File: src/rtl/hilo_div_sequencer_pkg.sv
// Shared MIPS definitions for the HI/LO divide path: FSM encoding, function
// codes and the ALUop values the control decoder drives into this block.
package hilo_div_sequencer_pkg;

  localparam int HILO_W = 32;

  typedef enum logic [1:0] {
    ST_IDLE = 2'd0,
    ST_ITER = 2'd1,
    ST_FIX  = 2'd2
  } div_state_e;

  // R-type function codes (opcode SPECIAL).
  localparam logic [5:0] FUNCT_MFHI = 6'h10;
  localparam logic [5:0] FUNCT_MFLO = 6'h12;
  localparam logic [5:0] FUNCT_DIV  = 6'h1A;
  localparam logic [5:0] FUNCT_DIVU = 6'h1B;

  // ALUop values the decoder emits for the instructions this block serves.
  localparam logic [3:0] ALUOP_DIV  = 4'hA;
  localparam logic [3:0] ALUOP_MFLO = 4'hB;
  localparam logic [3:0] ALUOP_MFHI = 4'hC;

  function automatic logic funct_is_div(input logic [5:0] funct);
    return (funct == FUNCT_DIV) || (funct == FUNCT_DIVU);
  endfunction

  function automatic logic funct_is_hilo_rd(input logic [5:0] funct);
    return (funct == FUNCT_MFHI) || (funct == FUNCT_MFLO);
  endfunction

  function automatic logic aluop_is_hilo_rd(input logic [3:0] aluop);
    return (aluop == ALUOP_MFHI) || (aluop == ALUOP_MFLO);
  endfunction

endpackage

File: src/rtl/hilo_div_sequencer_div_restore_step.sv
// One restoring-divide iteration: shift remainder:quotient left, trial
// subtract, keep the difference only when it did not go negative.
module div_restore_step #(
  parameter int WIDTH = 32
) (
  input  logic [WIDTH-1:0] rem_i,
  input  logic [WIDTH-1:0] quo_i,
  input  logic [WIDTH-1:0] div_i,
  output logic [WIDTH-1:0] rem_o,
  output logic [WIDTH-1:0] quo_o
);

  logic [WIDTH:0] shifted;
  logic [WIDTH:0] diff;
  logic           neg;

  // rem_i < div_i, so the shifted value is below 2*div_i and the extra top
  // bit of the difference is a reliable borrow flag.
  assign shifted = {rem_i, quo_i[WIDTH-1]};
  assign diff    = shifted - {1'b0, div_i};
  assign neg     = diff[WIDTH];

  assign rem_o = neg ? shifted[WIDTH-1:0] : diff[WIDTH-1:0];
  assign quo_o = {quo_i[WIDTH-2:0], ~neg};

endmodule

File: src/rtl/hilo_div_sequencer.sv
// DIV/DIVU sequencer owning HI/LO: magnitude restoring divide, one bit per
// cycle, sign fixup in a final cycle, and pipeline stall generation.
module hilo_div_sequencer
  import hilo_div_sequencer_pkg::*;
#(
  parameter int WIDTH = HILO_W,
  parameter int CNT_W = $clog2(WIDTH) + 1
) (
  input  logic             clk,
  input  logic             rst_n,
  input  logic             div_start,
  input  logic             div_signed,
  input  logic [WIDTH-1:0] dividend,
  input  logic [WIDTH-1:0] divisor,
  input  logic             hilo_rd,
  input  logic             flush,
  output logic             busy,
  output logic             stall,
  output logic             done,
  output logic             div_by_zero,
  output logic [WIDTH-1:0] hi,
  output logic [WIDTH-1:0] lo,
  output div_state_e       dbg_state
);

  div_state_e       state_q;
  logic [CNT_W-1:0] cnt_q;
  logic [WIDTH-1:0] rem_q;
  logic [WIDTH-1:0] quo_q;
  logic [WIDTH-1:0] dvs_q;
  logic [WIDTH-1:0] raw_q;
  logic             qneg_q;
  logic             rneg_q;
  logic             dz_q;
  logic [WIDTH-1:0] hi_q;
  logic [WIDTH-1:0] lo_q;
  logic             done_q;
  logic             dbz_q;

  logic [WIDTH-1:0] rem_d;
  logic [WIDTH-1:0] quo_d;
  logic [WIDTH-1:0] dvd_mag_d;
  logic [WIDTH-1:0] dvs_mag_d;
  logic             dvd_neg;
  logic             dvs_neg;

  assign dvd_neg   = div_signed & dividend[WIDTH-1];
  assign dvs_neg   = div_signed & divisor[WIDTH-1];
  assign dvd_mag_d = dvd_neg ? -dividend : dividend;
  assign dvs_mag_d = dvs_neg ? -divisor : divisor;

  div_restore_step #(
    .WIDTH(WIDTH)
  ) u_step (
    .rem_i(rem_q),
    .quo_i(quo_q),
    .div_i(dvs_q),
    .rem_o(rem_d),
    .quo_o(quo_d)
  );

  always_ff @(posedge clk or negedge rst_n) begin
    if (!rst_n) begin
      state_q <= ST_IDLE;
      cnt_q   <= '0;
      rem_q   <= '0;
      quo_q   <= '0;
      dvs_q   <= '0;
      raw_q   <= '0;
      qneg_q  <= 1'b0;
      rneg_q  <= 1'b0;
      dz_q    <= 1'b0;
      hi_q    <= '0;
      lo_q    <= '0;
      done_q  <= 1'b0;
      dbz_q   <= 1'b0;
    end else begin
      done_q <= 1'b0;
      dbz_q  <= 1'b0;
      if (flush) begin
        state_q <= ST_IDLE;
      end else begin
        case (state_q)
          ST_IDLE: begin
            if (div_start) begin
              rem_q   <= '0;
              quo_q   <= dvd_mag_d;
              dvs_q   <= dvs_mag_d;
              raw_q   <= dividend;
              qneg_q  <= dvd_neg ^ dvs_neg;
              rneg_q  <= dvd_neg;
              dz_q    <= (divisor == '0);
              cnt_q   <= '0;
              state_q <= ST_ITER;
            end
          end
          ST_ITER: begin
            rem_q <= rem_d;
            quo_q <= quo_d;
            cnt_q <= cnt_q + CNT_W'(1);
            if (cnt_q == CNT_W'(WIDTH - 1)) begin
              state_q <= ST_FIX;
            end
          end
          ST_FIX: begin
            // A zero divisor reports the raw rs value in HI, unsigned-style.
            if (dz_q) begin
              lo_q <= '1;
              hi_q <= raw_q;
            end else begin
              lo_q <= qneg_q ? -quo_q : quo_q;
              hi_q <= rneg_q ? -rem_q : rem_q;
            end
            done_q  <= 1'b1;
            dbz_q   <= dz_q;
            state_q <= ST_IDLE;
          end
          default: state_q <= ST_IDLE;
        endcase
      end
    end
  end

  // Pipeline handshake: while busy, any HI/LO reader or new divide in EX is
  // held (stall=1); the held instruction proceeds in the first cycle busy=0,
  // which is also the cycle done pulses with the fresh HI/LO.
  assign busy        = (state_q != ST_IDLE);
  assign stall       = busy & (hilo_rd | div_start);
  assign done        = done_q;
  assign div_by_zero = dbz_q;
  assign hi          = hi_q;
  assign lo          = lo_q;
  assign dbg_state   = state_q;

endmodule

File: config.mk
export PLATFORM = sky130hd
export DESIGN_NAME = hilo_div_sequencer
export DESIGN_NICKNAME = d
export VERILOG_FILES = /design/src/rtl/hilo_div_sequencer_pkg.sv /design/src/rtl/hilo_div_sequencer_div_restore_step.sv /design/src/rtl/hilo_div_sequencer.sv
export SDC_FILE = /design/constraint.sdc
export NUM_CORES = 1
export LEC_CHECK = 0
export CAP_MARGIN = 20
export CORE_ASPECT_RATIO = 2
export CORE_UTILIZATION = 62
export CTS_CLUSTER_DIAMETER = 200
export DETAILED_ROUTE_END_ITERATION = 6
export PLACE_DENSITY_LB_ADDON = 0.15
export SYNTH_ARGS = -nofsm -noshare
export SYNTH_HDL_FRONTEND = slang
export SYNTH_SLANG_ARGS = --single-unit
File: constraint.sdc
create_clock -name clk -period 8.2 [get_ports clk]
set_input_delay 2.05 -clock clk [delete_from_list [all_inputs] [get_ports clk]]
set_output_delay 2.05 -clock clk [all_outputs]
set_load 0.01 [all_outputs]
* Word-level counts from Yosys, hierarchy flattened
Cells that the tools add are included.
Widths: inputs -> output; s select.
** Storage, ports and cells
- Output and inout port bits :: 70
- Flip-flop bits (word level) :: 205
** Cells by class
- $add $sub $neg :: 6
- Reductions and logical operators :: 8
- Multiplexer cells :: 21
- Bitwise operators :: 7
- Equal/unequal tests :: 6
** Operators with widths (count)
- $mux 32 :: 9
- $neg 32->32 :: 4
- $pmux 32 s2 :: 2
- $sub 33x32->33 :: 1
- $logic_not 32->1 :: 1
- $pmux 6 s2 :: 1
- $add 6x1->6 const B :: 1
- $eq 6x5->1 const B :: 1
- $mux 2 :: 3
- $mux 6 :: 1
- $ne 3x3->1 const B :: 2
- $reduce_and 3->1 :: 2
- $mux 1 :: 4
- $pmux 2 s2 :: 1
- $reduce_and 2->1 :: 2
- $reduce_bool 2->1 :: 2
- $and 1x1->1 :: 3
- $eq 2x1->1 const B :: 1
- $eq 2x2->1 const B :: 1
- $logic_not 2->1 :: 1
- $ne 2x2->1 const B :: 1
- $not 1->1 :: 2
- $or 1x1->1 :: 1
- $xor 1x1->1 :: 1

* Depth between registers and ports, before layout
- Depth after elaboration :: 4
- Depth in mapped cells :: 13
- Mapped depth without buffers :: 12

* By module
From an unflattened synthesis, not the netlist that was laid out.
** Second synthesis, totals
- Cells, all modules :: 1617
- Area total of the unflattened synthesis :: 13471.7 µm²
** Modules (own cells, without submodules)
- hilo_div_sequencer :: cells each 1275, sequential area each 5129.9 µm², instances 1, area each 10983.0 µm²
- div_restore_step :: cells each 342, sequential area each 0.0 µm², instances 1, area each 2488.6 µm²

* Least setup slack after synthesis
OpenSTA, ideal clock, no wires.
- Path kind :: input port to output port
- From :: in hilo_rd
- To :: out stall
- Slack :: 3904 ps
- Cell stages on the path :: 1
- Data required time :: 6150 ps
- Arrival time :: 2246 ps
- Path through :: o21a_1
** Between the ends
- Word-level cells in the longest chain between the ends :: 2
** Ends and longest elaborated chain
- start, declared :: line hilo_div_sequencer.sv:15 : input logic hilo_rd,
- $or 1x1->1 :: line hilo_div_sequencer.sv:128 : assign stall = busy & (hilo_rd | div_start);
- $and 1x1->1 :: line hilo_div_sequencer.sv:128
- end, declared :: line hilo_div_sequencer.sv:18 : output logic stall,
No other way between the ends.

* Worst setup path in the final report
- From :: in div_start
- To :: out stall
** Between the ends
- Word-level cells in the longest chain between the ends :: 2
** Ends and longest elaborated chain
- start, declared :: line hilo_div_sequencer.sv:11 : input logic div_start,
- $or 1x1->1 :: line hilo_div_sequencer.sv:128
- $and 1x1->1 :: line hilo_div_sequencer.sv:128
No other way between the ends.

==> flow_summary.yaml <==
min_path:
  hold_path_end: "lo[0]"
  hold_depth: 2
  hold_path_startpoint: "lo[0]"
  holdCritPathClass: "reg -> reg"
synth:
  synth_edf_count: 0
  yosysWarnings: 0
  ys.flop_type: "dfrtp_1"
  ys_types: 72
  synth-seq-cells: 205
  async_flop_share: 1.000
  syn_avg_cell_area_um2: 8.205
  syn_nets: 1657
  netlist_area_um2: 12710
  yosysSeqAreaShare: 0.4036
  netlist_instances: 1549
timing:
  rsz0062_at_grt: "no"
  tightest_slew_ns: 0.8812
  maxSlewHeadroom: 0.4048
  finClkSkew_ns: 0.02010
  final-hold-violation-count: 0
  period_share: 0.6521
  maxSlewViolCount: 0
  finalCriticalPeriod_ns: 5.347
  setup_tns_ns: 0
  holdWs_ns: 0.4668
  max_clock_freq_mhz: 187.0
  setup_violations: 0
placement:
  dp.cells: 1875
  dp_hpwl_mm: 24.69
  gp_congestion: 0.9243
  io_buffers: 139
critical_path:
  worst_path_largest_cell_delay_ns: 0.58
  rr_startpoint: "quo_q[31]"
  rr_worst_depth: 12
  crit_chain: "clkdlybuf4s50_1 -> o21a_1 -> clkdlybuf4s50_1"
  crit_top_cell: "clkdlybuf4s50_1"
  end_kind: "output pin"
  critPathRequiredTime_ns: 6.15
  cp_num_buf_inv: 2
  crit_fanout: 5
  critPathTopFamily: "buffers and inverters"
  cp.arrival_ns: 3.30
  reg2reg_to: "rem_q[25]"
  reg2reg_slack_ns: 4.04
  crit_type: "in -> out"
  startpoint_type: "primary input"
  critPathSlowestCell: "clkdlybuf4s50_1"
power:
  max-vdd-ir-drop_v: 0.0002537
  pwr-share-comb: 0.470
  p_sw_frac: 0.4198
  seq_power_share: 0.320
  p_sw_uw: 1819
  p_clk_frac: 0.210
  internal_power_uw: 2514
  p_per_area_nw_per_um2: 291.1
  p_leak_uw: 0.006567
clock_tree:
  clkLatencyLatePin_ns: 0.50
  clock-sinks: 205
  path_clk_slew_ns: 0.07
  cts_tree: "built"
  cts_root_buffer: "clkbuf_16"
  h-tree-depth: 1
  cts_made_buffers: 20
  ctsLongestPathBuffers: 3
  postCtsSetupBuffers: 0
  cts-hold-fix-buffers: 0
  ctsResizeCount: 0
final_layout:
  final_cell_mix: "nand2_1, dfrtp_1, a21oi_1"
  nNetsFinal: 1744
  multi_input_area_um2: 7086
  finalNonFillerCells: 1909
  seqCellArea_um2: 5131
  nFillCells: 1538
  layout-drive-gt1-share: 0.04557
  post-route-util: 0.7442
  syn_to_final_growth_pct: 17.12
  final_common_cell: "nand2_1"
routing:
  drt_iter0_drc: 507
  route.detailed.drc: 0
  detail_route.first_pass.iterations: 5
  wl_mm: 33.34
  antenna_left: 0
  viasPerCell: 5.973
  vias: 11400
  wl_per_cell_um: 17.46
floorplan:
  boundaryPins: 140
  fp.dieH_um: 204.5
  die_area_um2: 21110
  rows: 73
  start_util: 0.6354
  die_w_um: 103.2
  core_um2: 20000
outcome:
  outcome: "finished, final reports clean"
grt:
  antenna_found_initial: 1
  gr-usage-all-layers: 0.3321
  grt_pass1_wl_mm: 54.87
  grt_overflow: 0
  grt_pass1_vias: 11500
  grt_max_degree: 99
flow_run:
  cap_violations: 0
==> layer usage <==
layer	GRT usage	vias to the layer above	wire [um]
li1	-	5566	-
met1	0.3312	5339	11580
met2	0.6293	368	18200
met3	0.03796	130	1432
met4	0.2042	0	2126
met5	0	-	0
==> worst max-delay path by stage <==
stage / to / slack [ns] / startpoint / cells after the start
final: stall / 2.85 / div_start / 3
after global routing: stall / 2.81 / div_start / 3
after CTS: stall / 2.85 / div_start / 3
after detailed placement: stall / 2.84 / div_start / 3
after global placement: stall / 2.88 / div_start / 3
after floorplan: stall / 3.90 / hilo_rd / 1
==> registers in the layout, summed over array words and instances (netlist names) <==
register	cells
div_by_zero	1
raw_q	32
quo_q	32
lo	32
qneg_q	1
done	1
dz_q	1
rneg_q	1
hi	32
dvs_q	32
dbg_state	2
cnt_q	6
rem_q	32
==> power by group through the flow <==
| stage | clock network (uW) | registers [uW] | logic [uW] |
|---|---|---|---|
| after detailed placement | 0 | 1400 | 2010 |
| after floorplan | 0 | 1320 | 1570 |
| after CTS | 924 | 1380 | 2030 |
| after global placement | 0 | 1390 | 1960 |
| after global routing | 964 | 1410 | 2280 |
| final | 912 | 1390 | 2040 |
==> final cells by class <==
type                            count  share of cell area
Clock inverter                      5            0.004035
Timing Repair Buffer              152              0.1008
Tap cell                          262             0.02202
Antenna cell                        1           0.0001681
Multi-Input combinational cell   1204              0.4760
Clock buffer                       27             0.03883
Inverter                           53             0.01345
Sequential cell                   205              0.3447
==> worst min-delay path, delay by kind of cell (launching register included) <==
kind / cells / cell delay, ns
flops: 1 / 0.34
simple gates: 2 / 0.10
==> logic make-up after synthesis <==
logic type	count (synthesis)	share of synthesized area
AND/OR/NAND/NOR	563	0.1995
buffers and inverters	140	0.04184
flip-flops	205	0.4036
XOR/XNOR	144	0.09923
AO/OA/AOI/OAI	455	0.2146
adder cells (fa/ha/maj)	38	0.03800
multiplexers	4	0.003150
==> Yosys cell counts (5+ instances only) <==
| library cell | instances | area share |
|---|---|---|
| a21o_1 | 15 | 0.0089 |
| a21oi_1 | 150 | 0.059 |
| a31oi_1 | 10 | 0.0049 |
| a32oi_1 | 8 | 0.0055 |
| and2_1 | 7 | 0.0034 |
| and3_1 | 7 | 0.0034 |
| buf_1 | 5 | 0.0015 |
| clkbuf_1 | 78 | 0.023 |
| dfrtp_1 | 205 | 0.40 |
| ha_1 | 37 | 0.036 |
| inv_1 | 51 | 0.015 |
| nand2_1 | 267 | 0.079 |
| nand2b_1 | 13 | 0.0064 |
| nand3_1 | 27 | 0.011 |
| nand4_1 | 14 | 0.0069 |
| nor2_1 | 137 | 0.040 |
| nor2b_1 | 5 | 0.0025 |
| nor3_1 | 16 | 0.0063 |
| nor4_1 | 10 | 0.0049 |
| o21a_1 | 7 | 0.0041 |
| o21ai_0 | 131 | 0.052 |
| o21ai_1 | 40 | 0.016 |
| o21bai_1 | 6 | 0.0035 |
| o311ai_1 | 13 | 0.0090 |
| o31ai_1 | 19 | 0.011 |
| o41ai_1 | 14 | 0.0096 |
| or3_1 | 22 | 0.011 |
| or4_1 | 9 | 0.0053 |
| xnor2_1 | 53 | 0.037 |
| xor2_1 | 91 | 0.063 |
==> metrics by stage <==
stage | cell area, um^2 | setup WS [ns] | power [uW]
global route | 14890 | 2.813 | 4653
global placement | 14230 | 2.878 | 3341
floorplan | 12710 | 3.904 | 2891
CTS | 14870 | 2.852 | 4330
detailed placement | 14230 | 2.842 | 3405
finish | 14890 | 2.853 | 4334
No activity file was read; power rests on OpenSTA's default activity.
